File: config.mk
export PLATFORM = sky130hd
export DESIGN_NAME = pc_gen_ras
export DESIGN_NICKNAME = d
export VERILOG_FILES = /design/src/rtl/pc_gen_ras.sv
export SDC_FILE = /design/constraint.sdc
export NUM_CORES = 1
export LEC_CHECK = 0
export CORE_MARGIN = 4
export CORE_UTILIZATION = 40
export DETAILED_ROUTE_END_ITERATION = 6
export PLACE_DENSITY_LB_ADDON = 0.25
export SYNTH_ARGS = -nofsm -noshare
export SYNTH_HDL_FRONTEND = slang
export SYNTH_SLANG_ARGS = --single-unit
File: constraint.sdc
create_clock -name CLK -period 7.2 [get_ports CLK]
set_input_delay 0.72 -clock CLK [delete_from_list [all_inputs] [get_ports CLK]]
set_output_delay 0.72 -clock CLK [all_outputs]
set_load 0.03 [all_outputs]
File: src/rtl/pc_gen_ras.sv
// Program-counter generator with a circular return-address stack; next PC is visible one cycle after PC_SRC is sampled.
// STALL freezes PC, MISALIGN and the whole RAS; RST overrides everything.
module pc_gen_ras #(
  parameter int              XLEN      = 32,
  parameter logic [XLEN-1:0] RESET_VEC = '0,
  parameter int              INC       = 4,
  parameter int              RAS_DEPTH = 4
) (
  input  logic            CLK,
  input  logic            RST,
  input  logic            STALL,
  input  logic [2:0]      PC_SRC,
  input  logic [XLEN-1:0] JALR_TGT,
  input  logic [XLEN-1:0] BRANCH_TGT,
  input  logic [XLEN-1:0] JAL_TGT,
  input  logic [XLEN-1:0] MTVEC,
  input  logic [XLEN-1:0] MEPC,
  input  logic            RAS_PUSH,
  input  logic            RAS_POP,
  output logic [XLEN-1:0] PC,
  output logic [XLEN-1:0] PC_PLUS,
  output logic [XLEN-1:0] RAS_TOP,
  output logic            RAS_EMPTY,
  output logic            RAS_FULL,
  output logic            MISALIGN
);

  localparam int PW = $clog2(RAS_DEPTH);
  localparam int CW = $clog2(RAS_DEPTH + 1);
  localparam logic [CW-1:0] CNT_MAX = CW'(RAS_DEPTH);

  logic [XLEN-1:0] pc_q;
  logic            misalign_q;
  logic [PW-1:0]   ptr_q;
  logic [CW-1:0]   cnt_q;
  logic [XLEN-1:0] ras_mem [RAS_DEPTH];
  logic [XLEN-1:0] cand;
  logic            do_push;
  logic            do_pop;
  logic            replace_top;
  logic [PW-1:0]   wr_idx;

  assign PC        = pc_q;
  assign PC_PLUS   = pc_q + XLEN'(INC);
  assign MISALIGN  = misalign_q;
  assign RAS_EMPTY = (cnt_q == '0);
  assign RAS_FULL  = (cnt_q == CNT_MAX);
  assign RAS_TOP   = RAS_EMPTY ? '0 : ras_mem[ptr_q];

  always_comb begin
    cand = PC_PLUS;
    case (PC_SRC)
      3'd1:    cand = JALR_TGT;
      3'd2:    cand = BRANCH_TGT;
      3'd3:    cand = JAL_TGT;
      3'd4:    cand = MTVEC;
      3'd5:    cand = MEPC;
      3'd6:    cand = RAS_EMPTY ? PC_PLUS : RAS_TOP;
      default: cand = PC_PLUS;
    endcase
  end

  // Push+pop on a non-empty stack rewrites the top in place; on an empty stack it is a plain push.
  assign do_push     = !RST && !STALL && RAS_PUSH;
  assign do_pop      = !RST && !STALL && RAS_POP && !RAS_EMPTY;
  assign replace_top = do_push && do_pop;
  assign wr_idx      = replace_top ? ptr_q : ptr_q + PW'(1);

  always_ff @(posedge CLK) begin
    if (RST) begin
      pc_q       <= RESET_VEC;
      misalign_q <= 1'b0;
      ptr_q      <= '0;
      cnt_q      <= '0;
    end else if (!STALL) begin
      pc_q       <= {cand[XLEN-1:2], 2'b00};
      misalign_q <= |cand[1:0];
      if (do_push && !replace_top) begin
        ptr_q <= ptr_q + PW'(1);
        if (!RAS_FULL) cnt_q <= cnt_q + CW'(1);
      end else if (do_pop && !replace_top) begin
        ptr_q <= ptr_q - PW'(1);
        cnt_q <= cnt_q - CW'(1);
      end
    end
  end

  always_ff @(posedge CLK) begin
    if (do_push) ras_mem[wr_idx] <= PC_PLUS;
  end

endmodule

==> summary.txt <==
CTS
  • Count of buffers added by post-CTS timing repair for setup: 0
  • Total CTS buffers: 17
  • Clock-pin slew on the worst setup and hold paths: approximately 60 ps
  • Clock tree from TritonCTS: built
  • Clk_lat worst skew: 420 ps
  • Hold_buf cts: 0
  • Post-CTS sizing: 0
  • Clock root buffer: sky130_fd_sc_hd__clkbuf_16
  • Clock sinks: approximately 160
  • Maximum clock path buffer count: 2
  • Number of levels in the clock H-tree: 4

Place
  • Worst slack at placement: around 2800 ps
  • RD Place Congestion: 0.912
  • Half-perimeter wire length after detailed placement: between 20 and 30 mm
  • Count of buffers inserted at the top-level ports: 260

STA
  • Final hold violation count: 0
  • Unrepaired setup endpoints after global routing: no
  • Time the final worst path needs with I/O delays and setup: 4260 ps
  • Max Transition Viols Final: 0
  • Setup skew after layout: roughly 9.0 ps
  • Finish-stage setup viols: 0
  • Share of the clock period used by the worst path after layout: 0.592
  • Slew at the pin closest to its max-slew limit: 1100 ps
  • Max-slew headroom: 0.261
  • Setup total negative slack: 0 ps
  • Maximum frequency from static timing analysis: about 230 MHz
  • Slack of the critical path: 2940 ps

Critical path
  • Class of the most critical setup path: flop to primary output
  • Data required time of the worst path: between 6000 and 7000 ps
  • Endpoint type of the worst setup path: primary output
  • Maximum net fanout on the critical path: 15
  • Endpoint arrival time on the critical path: 3540 ps
  • Crit path launch type: flop

Drt
  • Routed via count: 7945
  • Via density per instance: 6.13
  • Initial drt markers: 950
  • DRC violation count after routing: 0
  • Wire length per cell after detailed routing: between 20 and 30 um
  • Final routed wirelength across all metal layers: 34.4 mm
  • Detail Route Antenna Nets: 0
  • Number of detailed-routing iterations run before antenna repair: 6

Global routing
  • Largest net degree at the start of global routing: between 60 and 70
  • Number of antenna violations at the first check in global routing: 0
  • Global route total overflow: 0
  • Met3 Track Usage GR: 0.0720
  • Met2 usage in global routing: 0.423
  • Layer with the highest usage after global routing: met2
  • First-pass GRT wire length: 49.0 mm
  • Total Routing Usage GR: 0.268
  • Number of global-route vias before repair: approximately 7700
  • Met1 routing resource usage after global routing: 0.363

Floorplanning
  • Core region area: 21800 sq um
  • Number of top-level pins: between 200 and 300
  • Vertical die dimension: between 150 and 200 um
  • Die area: 24600 sq um
  • Row cnt: 54
  • Die width: roughly 160 um
  • Initial core utilization: 0.407

Logic synthesis
  • Synth Cell Area: between 8000 and 9000 sq um
  • Post-synthesis register bit count: 158
  • Synthesis warning total: 0
  • Sequential-to-total area share from yosys stat: 0.492
  • Async set or reset register ratio after synthesis: 0
  • Post-Syn Area per Cell: 11.6 sq um
  • Post-synthesis cell type count: roughly 80
  • Gate Count Post-Synth: 765
  • Number of enable flip-flop cells after synthesis: 120
  • Main flop type after synthesis: sky130_fd_sc_hd__edfxtp_1

Min path
  • Type of the most critical hold path: flop to flop

Cells and area
  • Number of filler cells placed in the layout: ~1900
  • Commonest non-fill, non-tap cell in the layout: sky130_fd_sc_hd__clkdlybuf4s50_1
  • Most frequent cells in the layout: sky130_fd_sc_hd__clkdlybuf4s50_1 (257), sky130_fd_sc_hd__edfxtp_1 (120), sky130_fd_sc_hd__nand2_1 (41)
  • Synthesis-to-layout area growth: 38.1%
  • Inserted Diodes: 0
  • Number of nets in the finished design: 1176
  • Proportion of layout cells with a drive suffix above 1: 0.107

Power and ir drop
  • Leakage dissipation: roughly 4.2 nW
  • Switching power of the nets: roughly 720 uW
  • Proportion of power drawn by the clock network: 0.359
  • Switching Share: 0.289
  • Internal power: 1.77 mW
  • Combinational share of power: 0.220
  • Power density normalized to cell area: slightly above 200 nW/um^2
  • Sequential power share: 0.421
  • Peak VDD IR: about 0.00016 V

Run status
  • Status: complete, no violations

Job
  • Number of maximum-capacitance violations: 0
[flip-flops by register name, indices dropped and copies added, names as in the netlist, named ones only]
name,flops
MISALIGN,1
ras_mem,120
cnt_q,3
ptr_q,2
PC,30
[per-stage QoR]
step                power [mW]  instance area, sq um  hold slack (ps)  std cells   util
finish                    2.49                 12300              488       1297  0.562
global route              2.57                 12300              516       1297  0.562
CTS                       2.49                 12300              487       1297  0.562
detailed placement        1.61                 11700              473       1265  0.535
global placement          1.60                 11700              465       1265  0.535
floorplan                 1.34                  8900              486        770      -
[critical path, stage by stage, from the launching register on]
cell	delay [ps]
sky130_fd_sc_hd__dfxtp_1	490
sky130_fd_sc_hd__and4_1	330
sky130_fd_sc_hd__nand4_1	620
sky130_fd_sc_hd__nor4_1	470
sky130_fd_sc_hd__xor2_1	450
sky130_fd_sc_hd__clkdlybuf4s50_1	770
[per-layer routing]
layer	wire (um)	vias up
li1	-	3499
met1	14300	3900
met2	15600	485
met3	3600	61
met4	911	0
met5	0	-
[cell usage after synthesis (all sizes together) (4+ instances only)]
cell | n | area share
mux2i | 14 | 0.016
nor2 | 27 | 0.011
o211ai | 7 | 0.0059
buf | 44 | 0.027
nand4 | 13 | 0.011
and3b | 5 | 0.0049
nand2b | 13 | 0.0092
a31oi | 6 | 0.0042
nor4 | 10 | 0.0094
o21ai | 38 | 0.021
clkbuf | 18 | 0.0076
a221o | 11 | 0.012
nand3 | 22 | 0.012
a211oi | 11 | 0.0099
o2bb2ai | 7 | 0.0069
a221oi | 16 | 0.018
or3 | 6 | 0.0042
and4 | 7 | 0.0069
a22oi | 11 | 0.0099
mux4 | 31 | 0.082
inv | 22 | 0.0093
o22a | 4 | 0.0039
edfxtp | 120 | 0.41
nor3b | 7 | 0.0059
o311ai | 5 | 0.0049
or2 | 7 | 0.0049
a21oi | 31 | 0.017
a22o | 7 | 0.0069
nor2b | 11 | 0.0078
xor2 | 7 | 0.0069
and3 | 9 | 0.0063
xnor2 | 20 | 0.020
nor3 | 16 | 0.0096
dfxtp | 38 | 0.086
o221ai | 10 | 0.0099
mux2 | 10 | 0.013
nand2 | 41 | 0.017
and2 | 31 | 0.022
[final cells by class]
cell class / instances / area [sq um] / share of cell area
well taps: 280 / 350 / 0.0286
clock buffers: 18 / 429 / 0.0350
repair buffers: 277 / 2720 / 0.221
clock inverters: 14 / 154 / 0.0126
flip-flops and latches: 158 / 4370 / 0.356
inverters: 22 / 82.6 / 0.00674
multi-input cells: 528 / 4160 / 0.339
[path summary, 6_finish.rpt]
check             cells after the start        endpoint  slack [ps]      from
hold / removal                        1        MISALIGN         490  MISALIGN
setup / recovery                      5     PC_PLUS[23]        2940     PC[4]
setup reg to reg                      9  ras_mem[0][11]        4110  cnt_q[0]
hold reg to reg                       1        MISALIGN         490  MISALIGN
[power groups by stage]
stage               clock network (mW)  registers (mW)  logic (mW)
floorplan                            0            1.08       0.258
global placement                     0            1.06       0.542
detailed placement                   0            1.06       0.544
CTS                              0.902            1.04       0.548
global route                     0.946            1.05       0.577
finish                           0.893            1.05       0.548
[cells by family after synthesis]
group | synth area share
mux | 0.110
buf+inv | 0.0440
xor+xnor | 0.0266
compound gates | 0.172
simple gates | 0.148
other cells | 0.000422
flops | 0.492
fa+ha+maj | 0.00648
Note: power is estimated with default switching activity, not from simulation.
